File: src/rtl/dmem_pkg.sv
// Shared definitions for the data-memory responder and the core's load/store path:
// RV32I size codes, responder state encoding and the funct3 legality check.
package dmem_pkg;

   localparam logic [2:0] F3_B  = 3'b000;
   localparam logic [2:0] F3_H  = 3'b001;
   localparam logic [2:0] F3_W  = 3'b010;
   localparam logic [2:0] F3_BU = 3'b100;
   localparam logic [2:0] F3_HU = 3'b101;

   typedef enum logic [1:0] {
      S_IDLE   = 2'd0,
      S_WAIT   = 2'd1,
      S_ACCESS = 2'd2,
      S_RESP   = 2'd3
   } state_e;

   // Stores only have signed-size codes; loads add the unsigned variants.
   function automatic logic f3_legal(input logic we, input logic [2:0] f3);
      logic ok;
      ok = (f3 == F3_B) || (f3 == F3_H) || (f3 == F3_W);
      if (!we) ok = ok || (f3 == F3_BU) || (f3 == F3_HU);
      return ok;
   endfunction

endpackage

File: src/rtl/load_align_extend.sv
// Selects the addressed byte/half/word of a little-endian 32-bit word and extends it.
// Flags misaligned half/word accesses; illegal size codes return zero.
module load_align_extend
   import dmem_pkg::*;
(
   input  logic [31:0] word,
   input  logic [1:0]  addr_lo,
   input  logic [2:0]  funct3,
   output logic [31:0] rdata,
   output logic        misalign
);

   logic [31:0] shifted;

   assign shifted = word >> {addr_lo, 3'b000};

   always_comb begin
      rdata    = 32'h0;
      misalign = 1'b0;
      case (funct3)
         F3_B:  rdata = {{24{shifted[7]}}, shifted[7:0]};
         F3_BU: rdata = {24'h0, shifted[7:0]};
         F3_H: begin
            misalign = addr_lo[0];
            rdata    = {{16{shifted[15]}}, shifted[15:0]};
         end
         F3_HU: begin
            misalign = addr_lo[0];
            rdata    = {16'h0, shifted[15:0]};
         end
         F3_W: begin
            misalign = (addr_lo != 2'b00);
            rdata    = word;
         end
         default: rdata = 32'h0;
      endcase
      if (misalign) rdata = 32'h0;
   end

endmodule

File: src/rtl/dmem_responder.sv
// Data-memory target: one outstanding load/store, served from a word RAM after
// WAIT_CYCLES wait states, with the response held until the consumer takes it.
module dmem_responder
   import dmem_pkg::*;
#(
   parameter int unsigned DEPTH_WORDS = 64,
   parameter int unsigned WAIT_CYCLES = 2,
   parameter logic [31:0] BASE_ADDR   = 32'h0000_0000
) (
   input  logic        clk,
   input  logic        reset,
   input  logic        req_valid,
   output logic        req_ready,
   input  logic        req_we,
   input  logic [31:0] req_addr,
   input  logic [31:0] req_wdata,
   input  logic [2:0]  req_funct3,
   output logic        resp_valid,
   input  logic        resp_ready,
   output logic [31:0] resp_rdata,
   output logic        resp_err
);

   localparam int unsigned AW        = $clog2(DEPTH_WORDS);
   localparam logic [32:0] SPAN      = 33'(DEPTH_WORDS) << 2;
   localparam logic [3:0]  WAIT_LOAD = (WAIT_CYCLES > 0) ? 4'(WAIT_CYCLES - 1) : 4'd0;

   state_e      state_q, state_d;
   logic [3:0]  cnt_q, cnt_d;
   logic        we_q, we_d;
   logic [31:0] addr_q, addr_d;
   logic [31:0] wdata_q, wdata_d;
   logic [2:0]  f3_q, f3_d;
   logic [31:0] rdata_q, rdata_d;
   logic        err_q, err_d;

   logic [31:0] mem [DEPTH_WORDS];

   logic [31:0]   off;
   logic          in_range;
   logic [AW-1:0] idx;
   logic [31:0]   ld_rdata;
   logic          ld_mis;
   logic          st_mis;
   logic [3:0]    be;
   logic [31:0]   wdata_al;
   logic          acc_err;
   logic          mem_we;

   // BASE_ADDR is aligned to the span, so an address below it wraps to a large offset.
   assign off      = addr_q - BASE_ADDR;
   assign in_range = ({1'b0, off} < SPAN);
   assign idx      = off[AW+1:2];

   load_align_extend u_lae (
      .word     (mem[idx]),
      .addr_lo  (addr_q[1:0]),
      .funct3   (f3_q),
      .rdata    (ld_rdata),
      .misalign (ld_mis)
   );

   always_comb begin
      be       = 4'b0000;
      wdata_al = wdata_q;
      st_mis   = 1'b0;
      case (f3_q)
         F3_B: begin
            be       = 4'b0001 << addr_q[1:0];
            wdata_al = {4{wdata_q[7:0]}};
         end
         F3_H: begin
            be       = addr_q[1] ? 4'b1100 : 4'b0011;
            wdata_al = {2{wdata_q[15:0]}};
            st_mis   = addr_q[0];
         end
         F3_W: begin
            be     = 4'b1111;
            st_mis = (addr_q[1:0] != 2'b00);
         end
         default: be = 4'b0000;
      endcase
   end

   assign acc_err = !in_range || !f3_legal(we_q, f3_q) || (we_q ? st_mis : ld_mis);

   always_comb begin
      state_d = state_q;
      cnt_d   = cnt_q;
      we_d    = we_q;
      addr_d  = addr_q;
      wdata_d = wdata_q;
      f3_d    = f3_q;
      rdata_d = rdata_q;
      err_d   = err_q;
      mem_we  = 1'b0;
      case (state_q)
         S_IDLE: begin
            if (req_valid) begin
               we_d    = req_we;
               addr_d  = req_addr;
               wdata_d = req_wdata;
               f3_d    = req_funct3;
               if (WAIT_CYCLES > 0) begin
                  state_d = S_WAIT;
                  cnt_d   = WAIT_LOAD;
               end else begin
                  state_d = S_ACCESS;
               end
            end
         end
         S_WAIT: begin
            if (cnt_q == 4'd0) state_d = S_ACCESS;
            else               cnt_d   = cnt_q - 4'd1;
         end
         S_ACCESS: begin
            err_d   = acc_err;
            rdata_d = (we_q || acc_err) ? 32'h0 : ld_rdata;
            mem_we  = we_q && !acc_err;
            state_d = S_RESP;
         end
         S_RESP: begin
            if (resp_ready) state_d = S_IDLE;
         end
         default: state_d = S_IDLE;
      endcase
   end

   always_ff @(posedge clk or posedge reset) begin
      if (reset) begin
         state_q <= S_IDLE;
         cnt_q   <= 4'd0;
         we_q    <= 1'b0;
         addr_q  <= 32'h0;
         wdata_q <= 32'h0;
         f3_q    <= 3'b000;
         rdata_q <= 32'h0;
         err_q   <= 1'b0;
      end else begin
         state_q <= state_d;
         cnt_q   <= cnt_d;
         we_q    <= we_d;
         addr_q  <= addr_d;
         wdata_q <= wdata_d;
         f3_q    <= f3_d;
         rdata_q <= rdata_d;
         err_q   <= err_d;
      end
   end

   // RAM is never cleared; reset only blocks a write racing the ACCESS edge.
   always_ff @(posedge clk) begin
      if (mem_we && !reset) begin
         for (int b = 0; b < 4; b++) begin
            if (be[b]) mem[idx][8*b +: 8] <= wdata_al[8*b +: 8];
         end
      end
   end

   assign req_ready  = (state_q == S_IDLE) && !reset;
   assign resp_valid = (state_q == S_RESP);
   assign resp_rdata = rdata_q;
   assign resp_err   = err_q;

endmodule

File: config.mk
export PLATFORM = sky130hd
export DESIGN_NAME = dmem_responder
export DESIGN_NICKNAME = d
export VERILOG_FILES = /design/src/rtl/dmem_pkg.sv /design/src/rtl/load_align_extend.sv /design/src/rtl/dmem_responder.sv
export SDC_FILE = /design/constraint.sdc
export NUM_CORES = 2
export LEC_CHECK = 0
export ABC_CLOCK_PERIOD_IN_PS = 5000
export CAP_MARGIN = 10
export CORE_UTILIZATION = 30
export DETAILED_ROUTE_END_ITERATION = 10
export PLACE_DENSITY_LB_ADDON = 0.25
export SLEW_MARGIN = 30
export SYNTH_ARGS = -nofsm -noshare
export SYNTH_HDL_FRONTEND = slang
export SYNTH_SLANG_ARGS = --single-unit
File: constraint.sdc
create_clock -name clk -period 5 [get_ports clk]
set_input_delay 1.25 -clock clk [delete_from_list [all_inputs] [get_ports clk]]
set_output_delay 1.25 -clock clk [all_outputs]
set_load 0.03 [all_outputs]
==> impl_metrics.prom <==
# TYPE chip_impl_metric gauge
chip_impl_info{name="run_status",value="completed"} 1
chip_impl_info{name="crit_path_start_kind",value="flip-flop"} 1
chip_impl_metric{name="whs_path_depth",unit=""} 1
chip_impl_info{name="critPathMostFrequentCell",value="sky130_fd_sc_hd__nand3_1"} 1
chip_impl_metric{name="synth_edf_count",unit=""} 2048
chip_impl_info{name="busiest_layer",value="met2"} 1
chip_impl_metric{name="grt.overflow.total",unit=""} 0
chip_impl_metric{name="grt_start_max_net_pins",unit=""} 69
chip_impl_metric{name="crit_cells",unit=""} 9
chip_impl_metric{name="chipHeight",unit="um"} 529
chip_impl_metric{name="drv.max_cap_violation_count",unit=""} 0
chip_impl_metric{name="antenna_found_initial",unit=""} 22
chip_impl_metric{name="cts-buffers-inserted",unit=""} 225
chip_impl_info{name="worstSetupPathType",value="reg2reg"} 1
chip_impl_metric{name="global_route.usage.met2",unit=""} 0.345
chip_impl_metric{name="clkSinkCount",unit=""} 2155
chip_impl_metric{name="weighted_congestion_reported_at_the_end_of_routability_driven_placement",unit=""} 0.903
chip_impl_metric{name="final_hold_viol_count",unit=""} 0
chip_impl_metric{name="critPathBufInv",unit=""} 1
chip_impl_metric{name="slew_violations",unit=""} 0
chip_impl_metric{name="core",unit="um^2"} 276000
chip_impl_metric{name="dpl-instance-area",unit="um^2"} 92000
chip_impl_metric{name="layout-area-overhead-vs-synth",unit="%"} 19.2
chip_impl_metric{name="cell_area_after_layout",unit="um^2"} 99300
chip_impl_metric{name="routed_wl",unit="mm"} 319
chip_impl_metric{name="synth_seq_area_share",unit=""} 0.770
chip_impl_metric{name="route.detailed.drc",unit=""} 0
chip_impl_metric{name="postCtsResizedCells",unit=""} 0
chip_impl_metric{name="die_x",unit="um"} 529
chip_impl_metric{name="grt.met1_usage",unit=""} 0.301
chip_impl_metric{name="avgSynthCellArea",unit="um^2"} 17.4
chip_impl_metric{name="reg2reg_setup_slack",unit="ns"} 0.33
chip_impl_metric{name="via_count",unit=""} 51900
chip_impl_metric{name="timing.clock.skew",unit="ns"} 0.0487
chip_impl_metric{name="grt_pass1_wl",unit="mm"} 431
chip_impl_info{name="hold_path.class",value="reg2reg"} 1
chip_impl_metric{name="global_route_met3_utilization",unit=""} 0.0459
chip_impl_metric{name="hpwlAfterDp",unit="mm"} 209
chip_impl_info{name="tritoncts",value="built"} 1
chip_impl_metric{name="drt-vias-per-instance",unit=""} 5.61
chip_impl_metric{name="detail_route.iter0.violations",unit=""} 7531
chip_impl_info{name="worst_setup_path_end_kind",value="flip-flop"} 1
chip_impl_metric{name="sequential_area",unit="um^2"} 64200
chip_impl_metric{name="drive_gt1_frac",unit=""} 0.212
chip_impl_metric{name="gr-usage-all-layers",unit=""} 0.223
chip_impl_metric{name="finish.net_count",unit=""} 5404
chip_impl_metric{name="io_pins",unit=""} 107
chip_impl_metric{name="start_util",unit=""} 0.302
chip_impl_metric{name="power_density",unit="nW/um^2"} 642
chip_impl_metric{name="timing.max_slew.rel_slack",unit=""} 0.224
chip_impl_metric{name="report.final.setup_viol",unit=""} 0
chip_impl_metric{name="power.static_leakage",unit="nW"} 31.8
chip_impl_metric{name="wl_per_cell",unit="um"} 34.5
chip_impl_info{name="cts-root-buf",value="sky130_fd_sc_hd__clkbuf_16"} 1
chip_impl_metric{name="filler_cell_count",unit=""} 26200
chip_impl_metric{name="port_buffers",unit=""} 106
chip_impl_metric{name="clock.fmax",unit="GHz"} 0.214
chip_impl_metric{name="total_power",unit="mW"} 63.7
chip_impl_metric{name="vias_in_the_first_global_route",unit=""} 49900
chip_impl_metric{name="cp.arrival",unit="ns"} 5.37
chip_impl_info{name="worst_path_max_delay_cell",value="sky130_fd_sc_hd__dfrtp_2"} 1
chip_impl_metric{name="timing.final.crit_share",unit=""} 0.933
chip_impl_metric{name="min_period",unit="ns"} 4.67
chip_impl_metric{name="die_ar",unit="um^2"} 280000
chip_impl_info{name="critical_path.cell_chain",value="nand3b_1, buf_4, o22ai_1, a2111oi_0, nand3_1, a21oi_2, nor3_1, o2111ai_2, nand3_1"} 1
chip_impl_metric{name="area_used_by_multi_input_combinational_logic",unit="um^2"} 17700
chip_impl_metric{name="asyncSetResetFlopFracSynth",unit=""} 0.0497
chip_impl_metric{name="cts.reportedPaths.clkPinSlew",unit="ns"} 0.06
chip_impl_metric{name="power.ir.vdd_worst",unit="V"} 0.000493
chip_impl_metric{name="synth.net_count",unit=""} 4872
chip_impl_metric{name="dr.pass1.iters",unit=""} 6
chip_impl_metric{name="worstRegToRegCells",unit=""} 9
chip_impl_metric{name="synth-seq-cells",unit=""} 2155
chip_impl_metric{name="floorplan.rows",unit=""} 193
chip_impl_metric{name="ys.warnings.count",unit=""} 0
chip_impl_metric{name="crit_path_max_incr_delay",unit="ns"} 0.94
chip_impl_metric{name="max-clock-path-buffers",unit=""} 3
chip_impl_info{name="timing.critical_path.max_delay_family",value="compound AO/OA/AOI/OAI gates"} 1
chip_impl_metric{name="synthesis.area",unit="um^2"} 83300
chip_impl_metric{name="post_cts_setup_buffers",unit=""} 0
chip_impl_info{name="grt_setup_unrepaired",value="false"} 1
chip_impl_metric{name="synthCells",unit=""} 4793
chip_impl_metric{name="worst-path-max-fanout",unit=""} 22
chip_impl_metric{name="htreeDepth",unit=""} 4
chip_impl_metric{name="cp_data_required_time",unit="ns"} 5.70
chip_impl_metric{name="cts_hold_buffers",unit=""} 0
chip_impl_info{name="synth_flop_cell",value="sky130_fd_sc_hd__edfxtp_1"} 1
chip_impl_metric{name="worst_slew_pin_slew",unit="ns"} 1.15
chip_impl_metric{name="fin_setup_tns",unit="ns"} 0
chip_impl_metric{name="clk_latency",unit="ns"} 0.89
chip_impl_metric{name="drt.antenna.violating_nets",unit=""} 0
chip_impl_metric{name="post_synth_num_cell_types",unit=""} 82
layer usage:
layer	share of wire	vias to the layer above
met4	0.049	14
met1	0.40	27600
li1	-	20700
met3	0.091	603
met2	0.46	2947
met5	0.00026	-
placed cells by master (no fill, tap or decap), drive strengths merged, types with 11 or more instances in the layout:
cell type,count
nand4,36
diode,16
and2,12
edfxtp,2048
nand3,63
mux2,174
a31oi,56
a2bb2oi,12
a22o,75
o211ai,17
a222oi,22
clkdlybuf4s50,106
nor4,18
o21ai,85
a21oi,98
inv,23
o2bb2ai,16
nor2,365
o22ai,36
buf,533
clkbuf,299
a221oi,151
nand2,153
mux2i,196
o22a,11
a211oi,11
a221o,50
o221ai,15
bufinv,12
nor2b,19
a22oi,361
dfrtp,107
nor3,21
mux4,76
a41oi,18
clkinv,98
worst paths after layout:
check	end	from
hold reg to reg	addr_q[29]$_DFFE_PP0P_	addr_q[29]$_DFFE_PP0P_
setup / recovery	resp_rdata[25]$_DFFE_PP0P_	addr_q[7]$_DFFE_PP0P_
max in group asynchronous	addr_q[4]$_DFFE_PP0P_	reset
setup reg to reg	resp_rdata[25]$_DFFE_PP0P_	addr_q[7]$_DFFE_PP0P_
min in group asynchronous	addr_q[31]$_DFFE_PP0P_	reset
hold / removal	addr_q[29]$_DFFE_PP0P_	addr_q[29]$_DFFE_PP0P_
synth_stat cells (all sizes together), types with 8 or more instances:
| cell type | n | area (um^2) |
|---|---|---|
| o211ai | 17 | 128 |
| o221ai | 15 | 131 |
| a22o | 75 | 657 |
| a31oi | 56 | 350 |
| a211oi | 11 | 87.6 |
| a21oi | 98 | 494 |
| o21ai | 85 | 425 |
| nand3 | 63 | 320 |
| o22ai | 36 | 225 |
| edfxtp | 2048 | 61500 |
| o2bb2ai | 16 | 140 |
| mux2 | 174 | 1960 |
| buf | 211 | 1240 |
| a2bb2oi | 12 | 105 |
| o22a | 11 | 96.3 |
| a221oi | 151 | 1330 |
| a41oi | 18 | 158 |
| clkbuf | 123 | 462 |
| a222oi | 22 | 220 |
| nor4 | 18 | 131 |
| mux4 | 76 | 1710 |
| nand4 | 36 | 225 |
| mux2i | 196 | 1960 |
| nor3b | 8 | 70.1 |
| inv | 15 | 56.3 |
| a2111oi | 9 | 91.3 |
| nor2 | 365 | 1370 |
| nand2b | 9 | 56.3 |
| and3 | 9 | 56.3 |
| nand2 | 153 | 574 |
| a221o | 50 | 500 |
| and2 | 12 | 75.1 |
| dfrtp | 107 | 2680 |
| nor2b | 19 | 119 |
| a22oi | 361 | 2710 |
| nor3 | 21 | 110 |
power by group:
group | switching (mW) | internal (mW) | total [mW]
registers | 0.781 | 23.9 | 24.7
clock network | 7.17 | 9.20 | 16.4
logic | 16.5 | 6.20 | 22.7
total | 24.4 | 39.3 | 63.7
per-stage QoR:
| stage | cells | setup slack [ns] | hold slack, ns | util |
|---|---|---|---|---|
| after detailed placement | 8801 | 0.540 | 0.495 | 0.333 |
| after floorplan | 4793 | 0.649 | 0.475 | - |
| after global routing | 9229 | 0.340 | 0.524 | 0.359 |
| after CTS | 9225 | 0.539 | 0.510 | 0.359 |
| after global placement | 8798 | 0.574 | 0.489 | 0.333 |
| final | 9243 | 0.333 | 0.507 | 0.359 |
worst register-to-register path: cells and delay by family (launching register included):
family | cells | cell delay [ns]
simple gates | 4 | 1.10
buf+inv | 1 | 0.37
flops | 1 | 0.94
compound gates | 4 | 2.07
cell families (layout without fill, tap and decap cells):
| group | after synthesis | in the layout | share of synthesized area |
|---|---|---|---|
| fa+ha+maj | 7 | 7 | 0.00105 |
| compound gates | 1083 | 1083 | 0.0986 |
| flops | 2155 | 2155 | 0.770 |
| other cells | 0 | 16 | 0 |
| buf+inv | 350 | 1079 | 0.0212 |
| simple gates | 752 | 752 | 0.0412 |
| mux | 446 | 446 | 0.0676 |
final cells by class:
class,count,share of cell area
Timing Repair Buffer,639,0.0554
Clock inverter,125,0.0105
Sequential cell,2155,0.647
Clock buffer,299,0.0616
Antenna cell,16,0.000403
Inverter,16,0.000693
Multi-Input combinational cell,2288,0.178
Tap cell,3705,0.0467
sequential cells by signal, indices dropped and copies added, names as in the netlist:
register,count
we_q,1
wdata_q,32
f3_q,3
cnt_q,4
mem,2048
state_q,2
resp_err,1
resp_rdata,32
addr_q,32
(Power assumes the default switching activity.)
